--- src/rtl/gmii_gen_pkg.sv ---
// Shared types and constants for the GMII frame generator: FSM states,
// fixed GMII code words and the per-width LFSR tap table.
package gmii_gen_pkg;

   typedef enum logic [2:0] {
      ST_IDLE,
      ST_WAIT,
      ST_PRE,
      ST_SFD,
      ST_DATA,
      ST_IPG,
      ST_DONE
   } state_t;

   localparam logic [7:0] PREAMBLE_WORD = 8'h55;
   localparam logic [7:0] SFD_WORD      = 8'hD5;
   localparam logic [7:0] IDLE_WORD     = 8'h00;

   // Fibonacci tap masks (bit n-1 set for term x^n); maximal-length where listed.
   function automatic logic [31:0] lfsr_taps(input int width);
      case (width)
         4:       lfsr_taps = 32'h0000_000C;
         8:       lfsr_taps = 32'h0000_00B8;
         10:      lfsr_taps = 32'h0000_0240;
         12:      lfsr_taps = 32'h0000_0829;
         16:      lfsr_taps = 32'h0000_B400;
         32:      lfsr_taps = 32'h8020_0003;
         default: lfsr_taps = (32'h1 << (width - 1)) | 32'h1;
      endcase
   endfunction

endpackage

--- src/rtl/gmii_frame_gen_pattern.sv ---
// Payload word source: incrementing counter or Fibonacci LFSR, reloaded
// from the seed at the start of every frame.
module gmii_pattern_gen
   import gmii_gen_pkg::*;
#(
   parameter int DATA_W = 8
) (
   input  logic              Clk,
   input  logic              mr_main_reset,
   input  logic              i_load,
   input  logic              i_advance,
   input  logic              i_sel,
   input  logic [DATA_W-1:0] i_seed,
   output logic [DATA_W-1:0] o_word
);

   localparam logic [DATA_W-1:0] TAPS = DATA_W'(lfsr_taps(DATA_W));

   logic [DATA_W-1:0] r_word;
   logic [DATA_W-1:0] w_load_val;
   logic [DATA_W-1:0] w_next;

   always_comb begin
      // An all-zero LFSR would lock up, so a zero seed starts from 1.
      w_load_val = (i_sel && (i_seed == '0)) ? DATA_W'(1) : i_seed;
      w_next     = i_sel ? {r_word[DATA_W-2:0], ^(r_word & TAPS)}
                         : r_word + DATA_W'(1);
   end

   always_ff @(posedge Clk or posedge mr_main_reset) begin
      if (mr_main_reset)  r_word <= '0;
      else if (i_load)    r_word <= w_load_val;
      else if (i_advance) r_word <= w_next;
   end

   assign o_word = r_word;

endmodule

--- src/rtl/gmii_frame_gen.sv ---
// Programmable GMII burst source: preamble, SFD, payload and IPG per frame.
// Define GMII_GEN_ERR_INJ_EN to add err_frame/err_idx single-word TX_ER injection.
module gmii_frame_gen
   import gmii_gen_pkg::*;
#(
   parameter int DATA_W       = 8,
   parameter int LEN_W        = 11,
   parameter int CNT_W        = 8,
   parameter int IPG_W        = 6,
   parameter int PREAMBLE_LEN = 7
) (
   input  logic              Clk,
   input  logic              mr_main_reset,
   input  logic              start,
   input  logic              stop,
   input  logic [CNT_W-1:0]  num_frames,
   input  logic [LEN_W-1:0]  frame_len,
   input  logic [IPG_W-1:0]  ipg,
   input  logic              pattern_sel,
   input  logic [DATA_W-1:0] seed,
`ifdef GMII_GEN_ERR_INJ_EN
   input  logic [CNT_W-1:0]  err_frame,
   input  logic [LEN_W-1:0]  err_idx,
`endif
   input  logic              transmitting,
   output logic [DATA_W-1:0] TXD,
   output logic              TX_EN,
   output logic              TX_ER,
   output logic              busy,
   output logic              done,
   output logic [CNT_W-1:0]  frame_cnt
);

   localparam int CW_A = (LEN_W > IPG_W) ? LEN_W : IPG_W;
   localparam int CW_P = $clog2(PREAMBLE_LEN + 1);
   localparam int CW   = ((CW_A > CW_P) ? CW_A : CW_P) + 1;

   state_t            r_state, w_state_next;
   logic [CW-1:0]     r_cnt, w_cnt_next, w_cnt_inc;
   logic [CNT_W-1:0]  r_frames, r_frame_cnt, w_frame_cnt_next, w_frame_cnt_inc;
   logic [LEN_W-1:0]  r_len;
   logic [IPG_W-1:0]  r_ipg;
   logic              r_sel, r_stop_seen;
   logic [DATA_W-1:0] r_seed, w_word;
   logic [DATA_W-1:0] r_txd, w_txd_next;
   logic              r_tx_en, r_tx_er, r_busy, r_done;
   logic              w_tx_en_next, w_tx_er_next;
   logic              w_load, w_advance, w_err_hit, w_start_ok;

   assign w_start_ok      = (r_state == ST_IDLE) && start;
   assign w_cnt_inc       = r_cnt + CW'(1);
   assign w_frame_cnt_inc = (&r_frame_cnt) ? r_frame_cnt : r_frame_cnt + CNT_W'(1);

   gmii_pattern_gen #(.DATA_W(DATA_W)) u_pattern (
      .Clk           (Clk),
      .mr_main_reset (mr_main_reset),
      .i_load        (w_load),
      .i_advance     (w_advance),
      .i_sel         (r_sel),
      .i_seed        (r_seed),
      .o_word        (w_word)
   );

   // Burst configuration is frozen at start; zero frame count / gap mean 1.
   always_ff @(posedge Clk or posedge mr_main_reset) begin
      if (mr_main_reset) begin
         r_frames <= '0;
         r_len    <= '0;
         r_ipg    <= '0;
         r_sel    <= 1'b0;
         r_seed   <= '0;
      end else if (w_start_ok) begin
         r_frames <= (num_frames == '0) ? CNT_W'(1) : num_frames;
         r_len    <= frame_len;
         r_ipg    <= (ipg == '0) ? IPG_W'(1) : ipg;
         r_sel    <= pattern_sel;
         r_seed   <= seed;
      end
   end

   always_ff @(posedge Clk or posedge mr_main_reset) begin
      if (mr_main_reset)             r_stop_seen <= 1'b0;
      else if (r_state == ST_IDLE)   r_stop_seen <= stop;
      else if (stop)                 r_stop_seen <= 1'b1;
   end

`ifdef GMII_GEN_ERR_INJ_EN
   logic [CNT_W-1:0] r_err_frame;
   logic [LEN_W-1:0] r_err_idx;
   logic [CW-1:0]    w_word_idx;

   always_ff @(posedge Clk or posedge mr_main_reset) begin
      if (mr_main_reset) begin
         r_err_frame <= '0;
         r_err_idx   <= '0;
      end else if (w_start_ok) begin
         r_err_frame <= err_frame;
         r_err_idx   <= err_idx;
      end
   end

   // Index of the word about to be registered onto TXD.
   assign w_word_idx = (r_state == ST_SFD) ? '0 : w_cnt_inc;
   assign w_err_hit  = (r_frame_cnt == r_err_frame) && (w_word_idx == CW'(r_err_idx));
`else
   assign w_err_hit = 1'b0;
`endif

   always_comb begin
      w_state_next     = r_state;
      w_cnt_next       = r_cnt;
      w_frame_cnt_next = r_frame_cnt;
      w_load           = 1'b0;
      w_advance        = 1'b0;
      case (r_state)
         ST_IDLE: if (start) begin
            w_state_next     = ST_WAIT;
            w_frame_cnt_next = '0;
         end
         ST_WAIT: begin
            w_load = 1'b1;
            if (!transmitting) begin
               w_state_next = ST_PRE;
               w_cnt_next   = '0;
            end
         end
         ST_PRE: begin
            w_cnt_next = w_cnt_inc;
            if (w_cnt_inc == CW'(PREAMBLE_LEN)) w_state_next = ST_SFD;
         end
         ST_SFD: begin
            w_cnt_next = '0;
            if (r_len == '0) begin
               w_state_next     = ST_IPG;
               w_frame_cnt_next = w_frame_cnt_inc;
            end else begin
               w_state_next = ST_DATA;
               w_advance    = 1'b1;
            end
         end
         ST_DATA: begin
            if (w_cnt_inc == CW'(r_len)) begin
               w_state_next     = ST_IPG;
               w_cnt_next       = '0;
               w_frame_cnt_next = w_frame_cnt_inc;
            end else begin
               w_cnt_next = w_cnt_inc;
               w_advance  = 1'b1;
            end
         end
         ST_IPG: begin
            w_cnt_next = w_cnt_inc;
            if (w_cnt_inc == CW'(r_ipg)) begin
               w_cnt_next   = '0;
               w_state_next = ((r_frame_cnt == r_frames) || r_stop_seen || stop)
                              ? ST_DONE : ST_WAIT;
            end
         end
         ST_DONE: w_state_next = ST_IDLE;
         default: w_state_next = ST_IDLE;
      endcase

      // Outputs are decoded from the next state so they register in step with it.
      w_txd_next   = DATA_W'(IDLE_WORD);
      w_tx_en_next = 1'b0;
      w_tx_er_next = 1'b0;
      case (w_state_next)
         ST_PRE: begin
            w_txd_next   = DATA_W'(PREAMBLE_WORD);
            w_tx_en_next = 1'b1;
         end
         ST_SFD: begin
            w_txd_next   = DATA_W'(SFD_WORD);
            w_tx_en_next = 1'b1;
         end
         ST_DATA: begin
            w_txd_next   = w_word;
            w_tx_en_next = 1'b1;
            w_tx_er_next = w_err_hit;
         end
         default: ;
      endcase
   end

   always_ff @(posedge Clk or posedge mr_main_reset) begin
      if (mr_main_reset) begin
         r_state     <= ST_IDLE;
         r_cnt       <= '0;
         r_frame_cnt <= '0;
         r_txd       <= '0;
         r_tx_en     <= 1'b0;
         r_tx_er     <= 1'b0;
         r_busy      <= 1'b0;
         r_done      <= 1'b0;
      end else begin
         r_state     <= w_state_next;
         r_cnt       <= w_cnt_next;
         r_frame_cnt <= w_frame_cnt_next;
         r_txd       <= w_txd_next;
         r_tx_en     <= w_tx_en_next;
         r_tx_er     <= w_tx_er_next;
         r_busy      <= (w_state_next != ST_IDLE) && (w_state_next != ST_DONE);
         r_done      <= (w_state_next == ST_DONE);
      end
   end

   assign TXD       = r_txd;
   assign TX_EN     = r_tx_en;
   assign TX_ER     = r_tx_er;
   assign busy      = r_busy;
   assign done      = r_done;
   assign frame_cnt = r_frame_cnt;

endmodule

--- config.mk ---
export PLATFORM = sky130hd
export DESIGN_NAME = gmii_frame_gen
export DESIGN_NICKNAME = d
export VERILOG_FILES = /design/src/rtl/gmii_gen_pkg.sv /design/src/rtl/gmii_frame_gen_pattern.sv /design/src/rtl/gmii_frame_gen.sv
export SDC_FILE = /design/constraint.sdc
export NUM_CORES = 1
export LEC_CHECK = 0
export BUFFER_PORTS_ARGS = -buffer_cell sky130_fd_sc_hd__buf_4
export CAP_MARGIN = 40
export CORE_AREA = 2 2 102 104
export DETAILED_ROUTE_END_ITERATION = 10
export DIE_AREA = 0 0 104 106
export GPL_TIMING_DRIVEN = 0
export SLEW_MARGIN = 20
export SYNTH_ARGS = -nofsm -noshare
export SYNTH_HDL_FRONTEND = slang
export SYNTH_SLANG_ARGS = --single-unit
--- constraint.sdc ---
create_clock -name Clk -period 8.7 [get_ports Clk]
set_input_delay 0.435 -clock Clk [delete_from_list [all_inputs] [get_ports Clk]]
set_output_delay 0.435 -clock Clk [all_outputs]
set_load 0.005 [all_outputs]
---- Yosys cells after proc, flatten, opt, wreduce, memory -nomap -nowiden ----
Index checks and enable logic that the tools add are counted.
word-level totals
  bits in registers ....................... 77
  bits of input ports ..................... 39
  word-level logic and storage cells ...... 86
operators by class
  reduce and logical (&&, ||, !) cells .... 20
  add/subtract/negate cells ............... 3
  multiplexer cells ....................... 31
  equality and inequality tests ........... 18
operators with widths
  operator                                                           number
  8-bit 2-to-1 mux                                                   9
  12-bit one-hot mux with 5 select lines                             1
  8-bit one-hot mux with 3 select lines                              2
  12-bit 2-to-1 mux                                                  3
  3-bit 2-to-1 mux                                                   6
  3-bit one-hot mux with 6 select lines                              1
  8-bit by 1-bit adder with 8-bit output (second input constant)     2
  8-bit zero test                                                    2
  12-bit by 1-bit adder with 12-bit output (second input constant)   1
  12-bit by 11-bit == test with 1-bit output                         1
  12-bit by 3-bit == test with 1-bit output (second input constant)  1
  12-bit by 6-bit == test with 1-bit output                          1
  3-bit by 2-bit == test with 1-bit output (second input constant)   4
  3-bit == test (second input constant)                              4
  11-bit zero test                                                   1
  8-bit == test                                                      1
  2-bit != test (second input constant)                              4
  8-bit AND reduction                                                1
  8-bit XOR reduction                                                1
  1-bit 2-to-1 mux                                                   7
  6-bit zero test                                                    1
  6-bit 2-to-1 mux                                                   1
  3-bit nonzero test                                                 2
  5-bit nonzero test                                                 1
  other kinds (10)                                                   14

---- Logic depth before layout (Yosys ltp) ----
Gate-level depths: netlist of run 1.
  depth in word-level cells ............... 9
  depth in mapped cells ................... 12
  mapped depth without buffers ............ 9

---- Hierarchy ----
A second synthesis of run 1 with hierarchy kept.
second synthesis, totals
  cells, all modules ...................... 464
  area total of the unflattened synthesis .. 4606.9 um^2
modules (own cells, without submodules)
  module            area an instance (um^2)  times used  cells each
  gmii_frame_gen    3963.8                   1           389
  gmii_pattern_gen  643.1                    1           75

---- Least setup slack after synthesis of run 1 ----
No wires, ideal clock.
  kind .................................... flip-flop to flip-flop
  from .................................... register r_cnt[1]
  to ...................................... register r_frame_cnt[6], in the netlist frame_cnt[6]
  path slack .............................. 5494 ps
  stages on the path, launching flop included .. 11
  path buffers ............................ 1
  period minus slack after synthesis ...... 3206 ps
  setup time .............................. 131 ps
  required time ........................... 8569 ps
  arrival ................................. 3075 ps
  cell sequence ........................... dfrtp_1 > ha_1 > nand3_4 > or3_1 > a2111o_1 > or4_1 > a2111o_1 > buf_6 > a2111oi_2 > xnor2_1 > nor2_1
on the way
  word-level cells in the longest chain between the ends .. 4
RTL lines
  what                                        line                   text
  from (decl)                                 gmii_frame_gen.sv:39   logic [CW-1:0] r_cnt, w_cnt_next, w_cnt_inc;
  from (signal assigned)                      gmii_frame_gen.sv:197  r_cnt <= w_cnt_next;
  12-bit by 1-bit adder with 12-bit output    gmii_frame_gen.sv:51   assign w_cnt_inc = r_cnt + CW'(1);
  12-bit by 11-bit == test with 1-bit output  gmii_frame_gen.sv:142  if (w_cnt_inc == CW'(r_len)) begin
  2-bit != test (no source line)              --
  4-bit AND reduction (no source line)        --
  to (signal assigned)                        gmii_frame_gen.sv:198  r_frame_cnt <= w_frame_cnt_next;
  to (decl)                                   gmii_frame_gen.sv:40   logic [CNT_W-1:0] r_frames, r_frame_cnt, w_frame_cnt_next, w_frame_cnt_inc;
No other way between the ends.
A chain may end at the register's enable or synchronous reset.

---- Worst setup path in the final report of run 1 ----
  from .................................... register r_cnt[0]
  to ...................................... register r_txd[2], in the netlist TXD[2]
on the way
  word-level cells in the longest chain between the ends .. 6
RTL lines
  what                                                                       line                                                                 text
  12-bit by 1-bit adder with 12-bit output (*)                               gmii_frame_gen.sv:51
  12-bit by 6-bit == test with 1-bit output (tied with other cells)          gmii_frame_gen.sv:153                                                if (w_cnt_inc == CW'(r_ipg)) begin
  3-bit 2-to-1 mux (on tied branches)                                        gmii_frame_gen.sv:153, gmii_frame_gen.sv:129, gmii_frame_gen.sv:142
  3-bit one-hot mux with 6 select lines (*)                                  gmii_frame_gen.sv:115                                                case (r_state)
  3-bit == test or 3-bit by 2-bit == test with 1-bit output (tied branches)  gmii_frame_gen.sv:167                                                case (w_state_next)
  8-bit one-hot mux with 3 select lines (*)                                  gmii_frame_gen.sv:167
  via w_txd_next[2]                                                          gmii_frame_gen.sv:45                                                 logic [DATA_W-1:0] r_txd, w_txd_next;
  to (signal assigned)                                                       gmii_frame_gen.sv:199                                                r_txd <= w_txd_next;
  to (decl)                                                                  gmii_frame_gen.sv:45
Mark *: on every way through the listed nets, which the timed path passes. The rest lies on a longest branch.

==> results of run 1 <==
-- per-layer routing --
layer	wire length, µm	vias up	GRT usage
li1	-	1730	-
met4	127	0	0.0579
met3	485	12	0.0405
met2	4370	94	0.276
met1	5090	1683	0.298
met5	0	-	0
-- metrics by stage --
step,instance area (µm²),utilization
after detailed placement,5030,0.503
final,5230,0.523
after global routing,5230,0.523
after floorplan,4390,-
after CTS,5220,0.522
after global placement,4980,0.498
-- cell type report --
type                            count  area [µm²]  area share
Buffer                             27         118      0.0225
Sequential cell                    77        1930       0.368
Inverter                           11        43.8     0.00837
Tap cell                          136         170      0.0325
Clock buffer                       13         179      0.0342
Clock inverter                      3        17.5     0.00335
Multi-Input combinational cell    334        2310       0.441
Timing Repair Buffer               60         468      0.0895
-- cell usage after synthesis, drive strengths merged, types with 2 or more instances --
library cell,instances,share of area
mux2i,5,0.011
or4,2,0.0034
nand4,8,0.011
a211oi,6,0.010
nand2b,3,0.0043
a2111oi,4,0.014
nor3b,2,0.0034
o32ai,2,0.0040
a2111o,2,0.0051
nor4b,3,0.0060
nor2,44,0.038
and2,3,0.0043
nor3,8,0.0091
a22oi,2,0.0034
nand3,15,0.020
or3,5,0.0071
nand2,40,0.034
a21o,6,0.010
a21oi,23,0.027
dfrtp,77,0.44
a31oi,3,0.0043
a32oi,2,0.0040
xor2,23,0.046
and3,5,0.0071
mux2,34,0.087
xnor2,29,0.058
and4,2,0.0040
buf,6,0.0088
inv,11,0.0094
nor4,6,0.0086
clkbuf,21,0.018
o21ai,21,0.024
ha,7,0.020
-- path summary, 6_finish.rpt --
check / startpoint / to / slack (ns) / cells past startpoint
worst max-delay path: r_cnt[0] / TXD[2] / 5.02 / 9
worst min-delay path: mr_main_reset / r_frames[5] / 0.08 / 2
worst max register to register: r_cnt[0] / TXD[2] / 5.02 / 9
worst min register to register: r_frames[1] / r_frames[1] / 0.53 / 1
max in group asynchronous: mr_main_reset / done / 8.06 / 3
min in group Clk: seed[0] / r_seed[0] / 0.29 / 3
-- registers in the layout, summed over array words and instances, names as in the netlist --
register	count
r_ipg	6
r_sel	1
TX_EN	1
r_stop_seen	1
r_state	3
done	1
u_pattern.o_word	8
busy	1
r_cnt	12
frame_cnt	8
TXD	8
r_frames	8
r_len	11
r_seed	8
-- kinds of logic (layout without fill, tap and decap cells) --
| logic type | Yosys count | in the layout | synth area share |
|---|---|---|---|
| AO/OA/AOI/OAI | 85 | 85 | 0.134 |
| XOR/XNOR | 52 | 52 | 0.104 |
| adder cells (fa/ha/maj) | 7 | 7 | 0.0200 |
| buffers and inverters | 38 | 114 | 0.0362 |
| flip-flops | 77 | 77 | 0.439 |
| multiplexers | 39 | 39 | 0.0987 |
| other | 1 | 1 | 0.000855 |
| AND/OR/NAND/NOR | 150 | 150 | 0.167 |
-- power by group through the flow --
stage | Clock [mW] | Combinational, mW | Sequential [mW]
after global placement | 0 | 0.0477 | 0.384
after CTS | 0.275 | 0.0508 | 0.377
final | 0.265 | 0.0495 | 0.377
after global routing | 0.287 | 0.0559 | 0.379
after floorplan | 0 | 0.0265 | 0.381
after detailed placement | 0 | 0.0506 | 0.384
-- worst register-to-register path: stages (launching register included) --
cell       delay [ns]
dfrtp_1          0.35
clkbuf_1         0.33
and4_1           0.35
nand4_1          0.26
nor3b_1          0.24
o311ai_1         0.50
nor3_1           0.19
a221o_1          0.41
a2111oi_2        0.76
a21o_1           0.22
==> impl_metrics.py, run 1 <==
metrics = {
    "outcome": {
        "status": "complete, no violations",
    },
    "worst_hold_path": {
        "hold_path.class": "in2async",
    },
    "logic_synthesis": {
        "syn-cell-area_um2": 4390,
        "async_flop_share": 1.00,
        "synth_seq_cells": 77,
        "synth_cells": 449,
        "ys_types": 57,
        "yosys_warnings": 0,
        "avgSynthCellArea_um2": 9.77,
        "synth-edff-count": 0,
        "synth_flop_cell": "dfrtp_1",
        "synth_nets": 495,
        "yosysSeqAreaShare": 0.439,
    },
    "sta": {
        "slew_violations": 0,
        "slew-limit-headroom": 0.415,
        "period_needed_ns": 3.68,
        "clock-skew-final_ns": 0.00643,
        "final-setup-viol-count": 0,
        "rsz0062_at_grt": "no",
        "finalCritPeriodShare": 0.424,
        "fin_tns_setup_ns": 0,
        "max_freq_mhz": 271,
        "final-hold-violation-count": 0,
        "hold-worst-slack_ns": 0.0797,
        "tightest_slew_ns": 0.867,
        "setup_ws_ns": 5.02,
    },
    "floorplan": {
        "coreArea_um2": 10000,
        "chipWidth_um": 104,
        "rows": 37,
        "die_y_um": 106,
        "pin_count": 59,
        "start_util": 0.439,
        "die_area_um2": 11000,
    },
    "global_routing": {
        "antenna_found_initial": 0,
        "grt_pass1_wl_mm": 16.9,
        "grt_usage": 0.195,
        "grt_max_degree": 48,
        "grt_overflow": 0,
        "grt_pass1_vias": 3281,
    },
    "drt": {
        "first_pass_iters": 5,
        "post_drt_wl_per_cell_um": 15.2,
        "antenna_left": 0,
        "wirelength_mm": 10.1,
        "drc_errors": 0,
        "num_vias": 3519,
        "viasPerCell": 5.32,
        "first_iter_violations": 179,
    },
    "run": {
        "cap_violations": 0,
    },
    "cts": {
        "cts_tree": "built",
        "cts_hold_repair.buffers": 0,
        "ctsHtreeMaxLevel": 3,
        "cts_sinks": 77,
        "cts_resized": 0,
        "cts_setup_buffers": 0,
        "clk_latency_ns": 0.35,
        "clk_transition_reported_paths_ns": 0.08,
        "cts.path.max_buffers": 2,
        "cts_root_buffer": "clkbuf_8",
        "numCtsBuffers": 9,
    },
    "final_layout": {
        "nFillCells": 948,
        "drive_gt1_frac": 0.240,
        "final_common_cell": "dfrtp_1",
        "layout_common_cells": "dfrtp_1, buf_4, nor2_1",
        "nets": 566,
        "stdcell_count": 661,
        "antenna_cells": 0,
        "syn2layout_area_growth_pct": 19.2,
    },
    "setup_path": {
        "crit_family": "compound AO/OA/AOI/OAI gates",
        "crit_path_cell_trace": "clkbuf_1 > and4_1 > nand4_1 > nor3b_1 > o311ai_1 > nor3_1 > a221o_1 > a2111oi_2 > a21o_1",
        "required_ns": 8.99,
        "crit_type": "reg2reg",
        "slowest_delay_ns": 0.76,
        "cp_slowest_cell": "a2111oi_2",
        "arrival_ns": 3.98,
        "path_max_fanout": 9,
        "timing.critical_path.buf_inv": 1,
        "cp-start-kind": "register",
        "endpoint_kind": "register",
    },
    "pwr": {
        "clockPowerShare": 0.383,
        "leakage_nw": 2.28,
        "p_seq_frac": 0.545,
        "vdd_drop_max_mv": 0.106,
        "power.density_nw_per_um2": 132,
        "swShare": 0.236,
        "p_int_mw": 0.529,
        "pwr-share-comb": 0.072,
        "p_sw_mw": 0.163,
        "total_power_mw": 0.692,
    },
    "place": {
        "dp_cells": 644,
        "pre_cts_ws_ns": 5.04,
        "routabilityCongestion": 0.903,
        "dp_hpwl_mm": 7.56,
        "portBuffers": 57,
    },
}
(Power assumes the default switching activity.)
==> run 2, diff against run 1 <==
Clock period 8.7 ns to 3.6 ns, I/O delays scaled along.
==> impl_metrics.py, run 2 (synthesis results as in run 1) <==
metrics = {
    "sta": {
        "period_needed_ns": 3.44,
        "slew-limit-headroom": 0.428,
        "tightest_slew_ns": 0.847,
        "slew_violations": 0,
        "clock-skew-final_ns": 0.00934,
        "finalCritPeriodShare": 0.955,
        "final-hold-violation-count": 0,
        "rsz0062_at_grt": "no",
        "fin_tns_setup_ns": 0,
        "final-setup-viol-count": 0,
        "max_freq_mhz": 291,
    },
    "outcome": {
        "status": "complete, no violations",
    },
    "run": {
        "cap_violations": 0,
    },
    "floorplan": {
        "coreArea_um2": 10000,
        "die_y_um": 106,
        "chipWidth_um": 104,
        "die_area_um2": 11000,
        "rows": 37,
        "pin_count": 59,
        "start_util": 0.439,
    },
    "worst_hold_path": {
        "hold_path.class": "in2reg",
    },
    "setup_path": {
        "cp-start-kind": "register",
        "required_ns": 3.82,
        "crit_type": "reg2reg",
        "arrival_ns": 3.65,
        "path_max_fanout": 10,
        "endpoint_kind": "register",
        "r2r_slack_ns": 0.16,
    },
    "pwr": {
        "power.density_nw_per_um2": 317,
        "leakage_nw": 2.28,
        "vdd_drop_max_mv": 0.257,
    },
    "cts": {
        "cts_root_buffer": "clkbuf_8",
        "cts_tree": "built",
        "cts_sinks": 77,
        "numCtsBuffers": 9,
        "clk_latency_ns": 0.36,
        "ctsHtreeMaxLevel": 3,
        "clk_transition_reported_paths_ns": 0.08,
        "cts.path.max_buffers": 2,
    },
    "place": {
        "dp_cells": 644,
        "routabilityCongestion": 0.903,
        "placed_area_um2": 5030,
        "dp_hpwl_mm": 7.56,
        "portBuffers": 57,
    },
    "drt": {
        "num_vias": 3532,
        "first_iter_violations": 172,
        "drc_errors": 0,
        "viasPerCell": 5.34,
        "first_pass_iters": 5,
        "wirelength_mm": 10.3,
        "antenna_left": 0,
        "post_drt_wl_per_cell_um": 15.5,
    },
    "final_layout": {
        "postLayoutCellArea_um2": 5290,
        "top_regs": "r_cnt: 12 flops, r_len: 11 flops",
        "final_common_cell": "dfrtp_1",
        "regMostFlops": "r_cnt",
        "nFillCells": 943,
        "stdcell_count": 662,
        "largest_reg_flops": 12,
        "layout_common_cells": "dfrtp_1, buf_4, nor2_1",
        "syn2layout_area_growth_pct": 20.5,
        "drive_gt1_frac": 0.249,
        "antenna_cells": 0,
        "nets": 567,
    },
    "global_routing": {
        "grt_pass1_vias": 3300,
        "grt_pass1_wl_mm": 17.1,
        "grt_usage": 0.196,
        "grt_max_degree": 48,
        "antenna_found_initial": 0,
        "grt_overflow": 0,
    },
}
run 2: cell types whose count changed in the layout (fill, tap and decap cells not counted):
cell	previous run	this run
a2111oi_2	4	1
a2111oi_4	0	3
and4_1	2	1
and4_2	0	1
buf_4	59	60
clkbuf_1	21	19
clkbuf_2	0	1
dfrtp_1	77	76
dfrtp_2	0	1
dlygate4sd3_1	0	1
ha_1	7	6
ha_2	0	1
run 2: critical path, cell delays in order, from the launching register on:
cell      delay (ns)
dfrtp_2         0.42
ha_2            0.24
nand3_4         0.14
or3_1           0.39
a2111o_1        0.43
or4_1           0.48
a2111o_1        0.41
buf_6           0.18
a211oi_1        0.35
xnor2_1         0.18
nor2_1          0.07
run 2: per-layer routing:
metal / part of all wire / global-route usage
met4: 0.011 / 0.0579
met5: 0 / 0
met1: 0.51 / 0.298
met2: 0.44 / 0.281
met3: 0.045 / 0.0405
run 2: worst paths after layout:
path                       cells past startpoint      endpoint           from
min in group asynchronous                      3   r_frames[5]  mr_main_reset
setup reg to reg                              10  frame_cnt[3]       r_cnt[1]
max in group asynchronous                      4      r_cnt[1]  mr_main_reset
hold / removal                                 3     r_seed[0]        seed[0]
setup / recovery                              10  frame_cnt[3]       r_cnt[1]
hold reg to reg                                1   r_frames[1]    r_frames[1]
run 2: timing repair:
item | in CTS | in global routing
hold endpoints to repair | 30 | 0
pin swaps | 0 | 1
cloned | 0 | 0
resized for setup | 1 | 7
setup buffers | 0 | 1
setup endpoints to repair | 10 | 27
hold buffers | 1 | 0
run 2: cell type report:
type | count | area (µm²) | area share
buffer | 26 | 115 | 0.0218
clock buffer | 13 | 179 | 0.0338
clock inverter | 3 | 17.5 | 0.00331
inverter | 11 | 43.8 | 0.00828
multi-input combinational | 334 | 2350 | 0.444
sequential | 77 | 1930 | 0.365
tap | 136 | 170 | 0.0322
timing repair buffer | 62 | 485 | 0.0918
run 2: report_power, final:
| part | internal (mW) | switching [mW] |
|---|---|---|
| logic | 0.0680 | 0.0531 |
| registers | 0.888 | 0.0241 |
| clock network | 0.324 | 0.319 |
| total | 1.28 | 0.397 |
run 2: per-stage QoR:
stage | setup WS (ns) | hold WS (ns) | total power, mW | util
floorplan | 0.394 | 0.288 | 0.985 | -
detailed placement | -0.0563 | 0.218 | 1.05 | 0.503
global placement | -0.0361 | 0.393 | 1.04 | 0.498
CTS | 0.0441 | 0.0128 | 1.70 | 0.524
finish | 0.162 | 0.0339 | 1.68 | 0.529
global route | 0.0105 | 0.0170 | 1.75 | 0.529
==> run 3, diff against run 2 <==
Settings changed: CORE_AREA 2 2 102 104 to 2 2 105 107, CTS_BUF_LIST set to sky130_fd_sc_hd__clkbuf_2, DIE_AREA 0 0 104 106 to 0 0 107 109, SYNTH_HIERARCHICAL set to 1.
==> impl_metrics.py, run 3 <==
metrics = {
    "place": {
        "routabilityCongestion": 0.856,
        "pre_cts_ws_ns": 0.0235,
        "dp_cells": 663,
        "dp_hpwl_mm": 8.10,
        "portBuffers": 57,
    },
    "setup_path": {
        "crit_path_end": "u_pattern/o_word[5]",
        "endpoint_kind": "register",
        "crit_type": "reg2reg",
        "timing.rr.start": "r_cnt[1]",
        "path_max_fanout": 10,
        "arrival_ns": 3.81,
        "reg2reg_depth": 13,
        "crit_start": "r_cnt[1]",
        "r2r_slack_ns": 0.24,
        "cp-start-kind": "register",
        "regToRegEndpoint": "u_pattern/o_word[5]",
        "required_ns": 4.05,
    },
    "drt": {
        "dr_wl_met3_um": 438,
        "wl_met1_mm": 5.42,
        "first_iter_violations": 183,
        "met2WireLength_mm": 5.24,
        "viasPerCell": 5.32,
        "wirelength_mm": 11.2,
        "first_pass_iters": 5,
        "antenna_left": 0,
        "num_vias": 3799,
        "drc_errors": 0,
        "post_drt_wl_per_cell_um": 15.7,
        "dr.max_layer_used": "met4",
    },
    "outcome": {
        "status": "complete, no violations",
    },
    "cts": {
        "ctsHtreeMaxLevel": 3,
        "clk_transition_reported_paths_ns": 0.21,
        "cts_tree": "built",
        "cts_root_buffer": "clkbuf_2",
        "cts_setup_buffers": 0,
        "numCtsBuffers": 9,
        "cts.path.max_buffers": 2,
        "clk_latency_ns": 0.51,
        "cts_sinks": 77,
    },
    "floorplan": {
        "chipWidth_um": 107,
        "pin_count": 59,
        "rows": 38,
        "die_area_um2": 11700,
        "start_util": 0.435,
        "coreArea_um2": 10600,
        "die_y_um": 109,
    },
    "pwr": {
        "vdd_drop_max_mv": 0.311,
        "leakage_nw": 2.45,
        "total_power_mw": 4.00,
        "power.density_nw_per_um2": 696,
    },
    "logic_synthesis": {
        "synthDominantCellAreaShare": 0.418,
        "avgSynthCellArea_um2": 9.93,
        "yosys-top-cells-area": "dfrtp_1, mux2_2, xnor2_1",
        "synth_common_cells": "dfrtp_1, nor2_1, xnor2_1, mux2_2, nand2_1",
        "yosysSeqAreaShare": 0.418,
        "async_flop_share": 1.00,
        "synth_seq_cells": 77,
        "synth_top_area_cell": "dfrtp_1",
        "ys_types": 71,
        "synth_flop_cell": "dfrtp_1",
        "synth_cells": 464,
        "synth-edff-count": 0,
        "yosys_warnings": 6,
        "yosysMostFrequentCell": "dfrtp_1",
        "syn-cell-area_um2": 4610,
        "synth_nets": 510,
    },
    "sta": {
        "fin_tns_setup_ns": 0,
        "final-hold-violation-count": 0,
        "finalCritPeriodShare": 0.934,
        "rsz0062_at_grt": "no",
        "max_freq_mhz": 298,
        "period_needed_ns": 3.36,
        "setup_ws_ns": 0.239,
        "clock-skew-final_ns": 0.0265,
        "final-setup-viol-count": 0,
        "tightest_slew_ns": 0.769,
        "slew-limit-headroom": 0.483,
        "slew_violations": 0,
    },
    "final_layout": {
        "stdcell_count": 714,
        "syn2layout_area_growth_pct": 24.5,
        "largest_reg_flops": 12,
        "drive_gt1_frac": 0.249,
        "nets": 615,
        "nFillCells": 958,
        "antenna_cells": 0,
        "layout_common_cells": "dfrtp_1, buf_4, nor2_1",
        "final_common_cell": "dfrtp_1",
        "multiInputGateArea_um2": 2480,
        "seq_area_um2": 1930,
        "fin_util": 0.541,
        "top_regs": "r_cnt: 12 flops, r_len: 11 flops",
        "regMostFlops": "r_cnt",
    },
    "global_routing": {
        "grt_overflow": 0,
        "antenna_found_initial": 0,
        "grt_pass1_wl_mm": 19.3,
        "grt_usage": 0.211,
        "grt_pass1_vias": 3785,
        "grt_max_degree": 47,
    },
    "run": {
        "cap_violations": 0,
    },
    "worst_hold_path": {
        "hold_path.class": "in2reg",
    },
}
-- run 3: cell type report --
type	count	share of cell area
Multi-Input combinational cell	342	0.432
Clock inverter	5	0.00872
Timing Repair Buffer	95	0.143
Tap cell	140	0.0305
Clock buffer	11	0.00960
Buffer	30	0.0299
Inverter	14	0.00960
Sequential cell	77	0.336
-- run 3: metrics by stage --
step | hold WS [ns] | area [µm²]
detailed placement | 0.183 | 5250
global route | 0.114 | 5740
floorplan | -0.00434 | 4610
finish | 0.149 | 5740
CTS | 0.0907 | 5730
global placement | 0.169 | 5210
-- run 3: kinds of logic (layout without fill, tap and decap cells) --
logic type                 Yosys count  count (layout)  synth area share
DFF                                 77              77             0.418
muxes                               42              42             0.103
buffers and inverters               45             155            0.0494
and+or+nand+nor                    162             162             0.186
other                                1               1          0.000814
adders and majority gates            7               7            0.0190
AOI/OAI and AO/OA                   85              85             0.134
xor gates and xnor gates            45              45            0.0888
-- run 3: how the worst min path moves through the flow --
stage	from	endpoint	slack [ns]	cells past startpoint
after floorplan	mr_main_reset	u_pattern/o_word[0]	-0.004	1
after global placement	mr_main_reset	u_pattern/o_word[2]	0.17	2
after detailed placement	mr_main_reset	TXD[2]	0.18	2
after CTS	transmitting	busy	0.09	4
after global routing	transmitting	busy	0.11	4
final	transmitting	busy	0.15	4
-- run 3: critical path, cell delays in order (launching register included) --
cell      delay (ns)
dfrtp_2         0.48
ha_2            0.29
nand4_1         0.19
or3_1           0.39
nor3_1          0.33
a311oi_4        0.12
o311ai_4        0.44
buf_6           0.20
o21ai_0         0.10
buf_6           0.15
nand2_1         0.14
nand2_1         0.07
mux2_4          0.26
a21oi_2         0.12
-- run 3: power breakdown --
part           internal (mW)  switching, mW
combinational          0.978           1.04
sequential              1.19          0.319
clock                  0.163          0.302
-- run 3: timing repair --
action / CTS / global route
endpoints found under the setup margin: 1 / 8
endpoints found under the hold margin: 112 / 0
hold buffers: 36 / 0
resized for setup: 1 / 3
-- run 3: routing by layer --
| metal | up-vias | track usage |
|---|---|---|
| met5 | - | 0 |
| met4 | 0 | 0.0594 |
| met3 | 13 | 0.0365 |
| met2 | 87 | 0.335 |
| met1 | 1832 | 0.299 |
| li1 | 1867 | - |
